## config.mk

```make
export PLATFORM = sky130hd
export DESIGN_NAME = rp_shutdown_ctrl
export DESIGN_NICKNAME = d
export VERILOG_FILES = /design/src/rtl/rp_shutdown_ctrl.sv
export SDC_FILE = /design/constraint.sdc
export NUM_CORES = 1
export LEC_CHECK = 0
export CAP_MARGIN = 10
export CORE_MARGIN = 2
export CORE_UTILIZATION = 67
export DETAILED_ROUTE_END_ITERATION = 6
export DONT_BUFFER_PORTS = 1
export PLACE_DENSITY_LB_ADDON = 0.12
export SLEW_MARGIN = 30
export SYNTH_ARGS = -nofsm -noshare
export SYNTH_HDL_FRONTEND = slang
export SYNTH_SLANG_ARGS = --single-unit
```

## constraint.sdc

```tcl
create_clock -name clk -period 5.55 [get_ports clk]
set_clock_uncertainty 0.15 [all_clocks]
set_input_delay 1.11 -clock clk [delete_from_list [all_inputs] [get_ports clk]]
set_output_delay 1.11 -clock clk [all_outputs]
set_load 0.05 [all_outputs]
```

## src/rtl/rp_shutdown_ctrl.sv

```systemverilog
// rtl/rp_shutdown_ctrl.sv - PRC shutdown handshake sequencer
// Drains outstanding AXI/DMA traffic, decouples and resets the partition, then re-activates it.
module rp_shutdown_ctrl #(
  parameter int RESET_CYCLES    = 16,
  parameter int MAX_OUTSTANDING = 16,
  parameter int DRAIN_TIMEOUT   = 65535
) (
  input  logic clk,
  input  logic rst,
  input  logic shutdown_req,
  output logic shutdown_ack,
  output logic active,
  output logic block_new,
  output logic decouple,
  output logic rp_rst_n,
  output logic drain_timeout,
  input  logic ar_hs,
  input  logic r_last_hs,
  input  logic aw_hs,
  input  logic b_hs,
  input  logic dma_tvalid,
  input  logic dma_tready,
  input  logic dma_tlast
);

  localparam int CW = $clog2(MAX_OUTSTANDING + 1);
  localparam int HW = $clog2(RESET_CYCLES) + 1;
  localparam int TW = $clog2(DRAIN_TIMEOUT) + 1;
  localparam logic [CW-1:0] CNT_MAX   = CW'(MAX_OUTSTANDING);
  localparam logic [HW-1:0] HOLD_LAST = HW'(RESET_CYCLES - 1);
  localparam logic [TW-1:0] TO_LAST   = TW'(DRAIN_TIMEOUT - 1);

  typedef enum logic [1:0] {
    S_RESET_HOLD,
    S_ACTIVE,
    S_DRAIN,
    S_DECOUPLED
  } state_t;

  state_t        state, state_nxt;
  logic [CW-1:0] rd_out, wr_out;
  logic          dma_busy;
  logic [HW-1:0] hold_cnt;
  logic [TW-1:0] to_cnt;
  logic          idle, timeout_hit;

  function automatic logic [CW-1:0] sat_step(input logic [CW-1:0] cnt,
                                             input logic inc, input logic dec);
    logic [CW-1:0] r;
    r = cnt;
    if (inc && !dec && cnt != CNT_MAX)
      r = cnt + CW'(1);
    else if (dec && !inc && cnt != '0)
      r = cnt - CW'(1);
    return r;
  endfunction

  // Traffic tracking runs in every state so a forced drain keeps its debt.
  always_ff @(posedge clk) begin
    if (rst) begin
      rd_out   <= '0;
      wr_out   <= '0;
      dma_busy <= 1'b0;
    end else begin
      rd_out <= sat_step(rd_out, ar_hs, r_last_hs);
      wr_out <= sat_step(wr_out, aw_hs, b_hs);
      if (dma_tvalid && dma_tready)
        dma_busy <= !dma_tlast;
    end
  end

  assign idle = (rd_out == '0) && (wr_out == '0) && !dma_busy;

  always_comb begin
    state_nxt   = state;
    timeout_hit = 1'b0;
    case (state)
      S_RESET_HOLD: begin
        if (shutdown_req)
          state_nxt = S_DECOUPLED;
        else if (hold_cnt == HOLD_LAST)
          state_nxt = S_ACTIVE;
      end
      S_ACTIVE: if (shutdown_req) state_nxt = S_DRAIN;
      S_DRAIN: begin
        if (idle) begin
          state_nxt = S_DECOUPLED;
        end else if (to_cnt == TO_LAST) begin
          state_nxt   = S_DECOUPLED;
          timeout_hit = 1'b1;
        end
      end
      S_DECOUPLED: if (!shutdown_req) state_nxt = S_RESET_HOLD;
      default: state_nxt = S_RESET_HOLD;
    endcase
  end

  // Outputs are decoded from the next state so they change together with it.
  always_ff @(posedge clk) begin
    if (rst) begin
      state         <= S_RESET_HOLD;
      hold_cnt      <= '0;
      to_cnt        <= '0;
      shutdown_ack  <= 1'b0;
      active        <= 1'b0;
      block_new     <= 1'b1;
      decouple      <= 1'b1;
      rp_rst_n      <= 1'b0;
      drain_timeout <= 1'b0;
    end else begin
      state <= state_nxt;
      if (state == S_RESET_HOLD)
        hold_cnt <= hold_cnt + HW'(1);
      else if (state == S_DECOUPLED && state_nxt == S_RESET_HOLD)
        hold_cnt <= '0;
      if (state == S_DRAIN)
        to_cnt <= to_cnt + TW'(1);
      else if (state == S_ACTIVE && state_nxt == S_DRAIN)
        to_cnt <= '0;
      if (state == S_ACTIVE && state_nxt == S_DRAIN)
        drain_timeout <= 1'b0;
      else if (timeout_hit)
        drain_timeout <= 1'b1;
      shutdown_ack <= (state_nxt == S_DECOUPLED);
      active       <= (state_nxt == S_ACTIVE);
      block_new    <= (state_nxt != S_ACTIVE);
      decouple     <= (state_nxt == S_RESET_HOLD) || (state_nxt == S_DECOUPLED);
      rp_rst_n     <= (state_nxt == S_ACTIVE) || (state_nxt == S_DRAIN);
    end
  end

endmodule
```

======== After elaboration in Yosys (flattened, before gate mapping) ========
Index checks and enable logic that the tools add are counted.
storage, ports and cells
  flip-flop bits (word level) ............. 41
  bits of input ports ..................... 10
  output and inout port bits .............. 6
operators by class
  $add $sub $neg .......................... 6
  equality and inequality tests ........... 11
  multiplexer cells ....................... 18
  reductions and logical operators ........ 32
operators by type and width
  kind                   count
  $mux 17                2
  $mux 5                 6
  $add 17x1->17 const B  1
  $eq 17x16->1 const B   1
  $add 5x1->5 const B    3
  $logic_and 1x1->1      13
  $mux 2                 6
  $logic_not 5->1        2
  $ne 5x5->1 const B     2
  $reduce_bool 5->1      2
  $sub 5x1->5 const B    2
  $eq 2x2->1 const B     4
  $pmux 2 s4             1
  $reduce_bool 2->1      4
  $logic_not 1->1        6
  $eq 5x4->1 const B     1
  $eq 2x1->1 const B     2
  $logic_not 2->1        2
  $mux 1                 3
  $logic_or 1x1->1       2
  $ne 2x1->1 const B     1
  $reduce_or 2->1        1

======== Depth between registers and ports, before layout ========
  word-level depth ........................ 9
  depth in mapped cells ................... 12

======== Worst setup path before layout ========
Ideal clock, no wire load.
  path type ............................... input -> register
  start ................................... in r_last_hs
  end ..................................... reg rd_out[4]
  data arrival time ....................... 2.584 ns
  data required time ...................... 5.335 ns
  setup slack ............................. 2.751 ns
  cell stages on the path ................. 7
  path buffers ............................ 0
  path through ............................ nand2b_1 > a21o_1 > fa_1 > a21o_1 > a21oi_1 > mux4_2 > nor2_1
between the ends
  longest elaborated chain between the ends .. 4
RTL lines
  item                                         line  source
  from (decl)                                  18    input logic r_last_hs,
  $logic_not 1->1                              51    if (inc && !dec && cnt != CNT_MAX)
  $logic_and 1x1->1 (2 in series)              51
  $mux 5 or $reduce_bool 2->1 (tied branches)  n/a
  to (signal assigned)                         65    rd_out <= sat_step(rd_out, ar_hs, r_last_hs);
  to (decl)                                    41    logic [CW-1:0] rd_out, wr_out;
Several ways; a longest one is shown, not always the timed one.
A chain may end at the register's enable or synchronous reset.

======== Final worst setup path ========
  start ................................... reg state[0]
  end ..................................... reg to_cnt[12]
between the ends
  longest elaborated chain between the ends .. 6
RTL lines
  item                         line    source
  from (decl)                  40      state_t state, state_nxt;
  from (signal assigned)       111     state <= state_nxt;
  $mux 2 (on tied branches)    88, 81
  $mux 2 (on tied branches)    86, 79
  $pmux 2 s4                   77      case (state)
  $eq 2x2->1                   118     else if (state == S_ACTIVE && state_nxt == S_DRAIN)
  $logic_and 1x1->1            118
  $reduce_bool 2->1 (no line)  n/a
  to (signal assigned)         117     to_cnt <= to_cnt + TW'(1);
  to (decl)                    44      logic [TW-1:0] to_cnt;
Several ways; a longest one is shown, not always the timed one.

==> results.py <==
metrics = {
    "outcome": {
        "status": "complete, no violations",
    },
    "cells_and_area": {
        "layout.nets": 276,
        "areaGrowthSynthToFinish_pct": 4.16,
        "layout_common_cells": "dfxtp_1, nor2_1, nand2_1",
        "layoutNonFillerInstCount": 297,
        "nFillCells": 266,
        "final_common_cell": "dfxtp_1",
        "drive_above_1_share": 0.0797,
        "diodes": 0,
    },
    "critical_path": {
        "startpoint_type": "flip-flop",
        "cp.required_ns": 5.66,
        "worstPathArrival_ns": 3.24,
        "rr_worst_depth": 9,
        "end_kind": "flip-flop",
        "worstPathMaxFanout": 18,
        "crit_type": "flip-flop to flip-flop",
    },
    "place": {
        "numPortBuffers": 0,
        "dp.cells": 289,
        "place.gp.congestion": 0.807,
        "dp_hpwl_um": 2890,
    },
    "floorplanning": {
        "die_x_um": 62.0,
        "io_pins": 16,
        "rows": 21,
        "dieArea_sq_um": 3850,
        "core_area_sq_um": 3280,
        "fp.dieH_um": 62.0,
        "start_util": 0.687,
    },
    "power": {
        "total_power_uw": 787,
        "ir_worst_vdd_v": 0.000263,
        "p_switching_uw": 268,
        "cellPowerDensity_nw_per_um2": 335,
        "pwr-share-seq": 0.484,
        "internal_power_uw": 520,
        "clock_power_share": 0.255,
        "p_comb_frac": 0.261,
        "switching_share": 0.340,
        "leakage_nw": 0.910,
    },
    "timing": {
        "rsz0062_at_grt": "no",
        "holdWs_ns": 0.335,
        "relSlewSlack": 0.601,
        "setup_violations": 0,
        "setup-tns-final_ns": 0,
        "worst_slew_pin_slew_ns": 0.598,
        "timing.final.max_slew_violations": 0,
        "hold_viol": 0,
        "min_period_ns": 3.13,
        "max_freq_mhz": 319,
        "finalCritPeriodShare": 0.565,
    },
    "cts": {
        "root_buffer": "clkbuf_4",
        "cts_hold_buffers": 0,
        "cts_htree_levels": 2,
        "cts.sinks": 41,
        "cts_tree": "built",
        "clk_latency_ns": 0.36,
        "cts_buffers": 5,
        "clock_path_buffers": 2,
        "postCtsSetupBuffers": 0,
        "cts_resized": 0,
        "clk_pin_slew_ns": 0.12,
    },
    "global_route": {
        "grt_overflow": 0,
        "antenna_found_initial": 0,
        "grt_max_degree": 27,
        "grt_util_all_layers": 0.241,
        "grt_pass1_vias": 1548,
        "grt_pass1_wl_um": 6840,
    },
    "logic_synthesis": {
        "netlist_instances": 254,
        "syn_nets": 280,
        "synth_edf_count": 0,
        "synth_ff_type": "dfxtp_1",
        "syn_area_sq_um": 2260,
        "synthDistinctLibCells": 45,
        "synth_top_area_frac": 0.364,
        "ys_warn_count": 0,
        "synth_top_area_cell": "dfxtp_1",
        "async_flop_share": 0,
        "synthTopCellsByArea": "dfxtp_1, ha_1, a211oi_1",
        "ys_seq_area_frac": 0.364,
        "synth_seq_cells": 41,
        "synth.avg_cell_area_sq_um": 8.89,
    },
    "drt": {
        "firstDrtPassIters": 4,
        "vias": 1813,
        "ant_nets": 0,
        "vias_per_cell": 6.10,
        "wl_per_cell_um": 13.9,
        "drt_iter0_drc": 140,
        "route.detailed.drc": 0,
        "drt_wl_total_um": 4110,
    },
    "hold_path": {
        "hold_path.class": "flip-flop to flip-flop",
        "whs_path_depth": 1,
    },
    "flow_run": {
        "drv_cap": 0,
    },
}
through the flow:
stage	util	cell area, sq um	worst slack (ns)
final	0.716	2350	2.42
after floorplan	-	2260	2.75
after global placement	0.690	2270	2.42
after CTS	0.716	2350	2.40
after global routing	0.716	2350	2.06
after detailed placement	0.690	2270	2.36
metal layers:
layer	vias to the layer above	global-route usage	wire length [um]
met2	25	0.353	1860
met3	6	0.0766	193
met1	842	0.325	2000
met5	-	0	0
met4	0	0.106	66
li1	940	-	-
layout make-up:
class | count | area, sq um | share of cell area
inverter | 13 | 48.8 | 0.0208
sequential | 41 | 821 | 0.349
multi-input combinational | 189 | 1340 | 0.570
clock inverter | 3 | 46.3 | 0.0197
clock buffer | 5 | 37.5 | 0.0160
tap | 46 | 57.6 | 0.0245
synthesized netlist by cell type, types with 8 or more instances:
library cell	n
dfxtp_1	41
nor2_1	21
nand2_1	18
a211oi_1	14
a21oi_1	14
ha_1	14
inv_1	13
nand3_1	9
clkbuf_1	8
power by group through the flow:
stage | Sequential (mW) | Combinational (mW) | Clock (mW)
after floorplan | 0.376 | 0.182 | 0
after global placement | 0.387 | 0.200 | 0
after detailed placement | 0.388 | 0.206 | 0
after CTS | 0.381 | 0.207 | 0.205
after global routing | 0.387 | 0.239 | 0.216
final | 0.381 | 0.206 | 0.201
critical path, stage by stage (launching register included):
cell and delay, ns:
dfxtp_1 0.53, nand2b_1 0.54, nor2_1 0.14, a211oi_1 0.35, or2_1 0.18, ha_1 0.14, nand3b_1 0.30, nand2_1 0.38
a211oi_1 0.09, a41o_1 0.22
sequential cells by signal, summed over array words and instances, names as in the netlist, 2 cells and up:
name	flops
to_cnt	17
state	2
rd_out	5
wr_out	5
hold_cnt	5
logic make-up (layout without fill, tap and decap cells):
family,Yosys count,in the layout,synth area share
flops,41,41,0.364
simple gates,93,93,0.218
buf+inv,24,21,0.0427
mux,6,6,0.0382
xor+xnor,9,9,0.0349
fa+ha+maj,16,16,0.0953
compound gates,65,65,0.207
final timing paths:
| path | slack [ns] | from | end |
|---|---|---|---|
| hold reg to reg | 0.33 | to_cnt[15] | to_cnt[15] |
| setup / recovery | 2.42 | state[0] | to_cnt[12] |
| hold / removal | 0.33 | to_cnt[15] | to_cnt[15] |
| setup reg to reg | 2.42 | state[0] | to_cnt[12] |
Note: power is estimated with default switching activity, not from simulation.
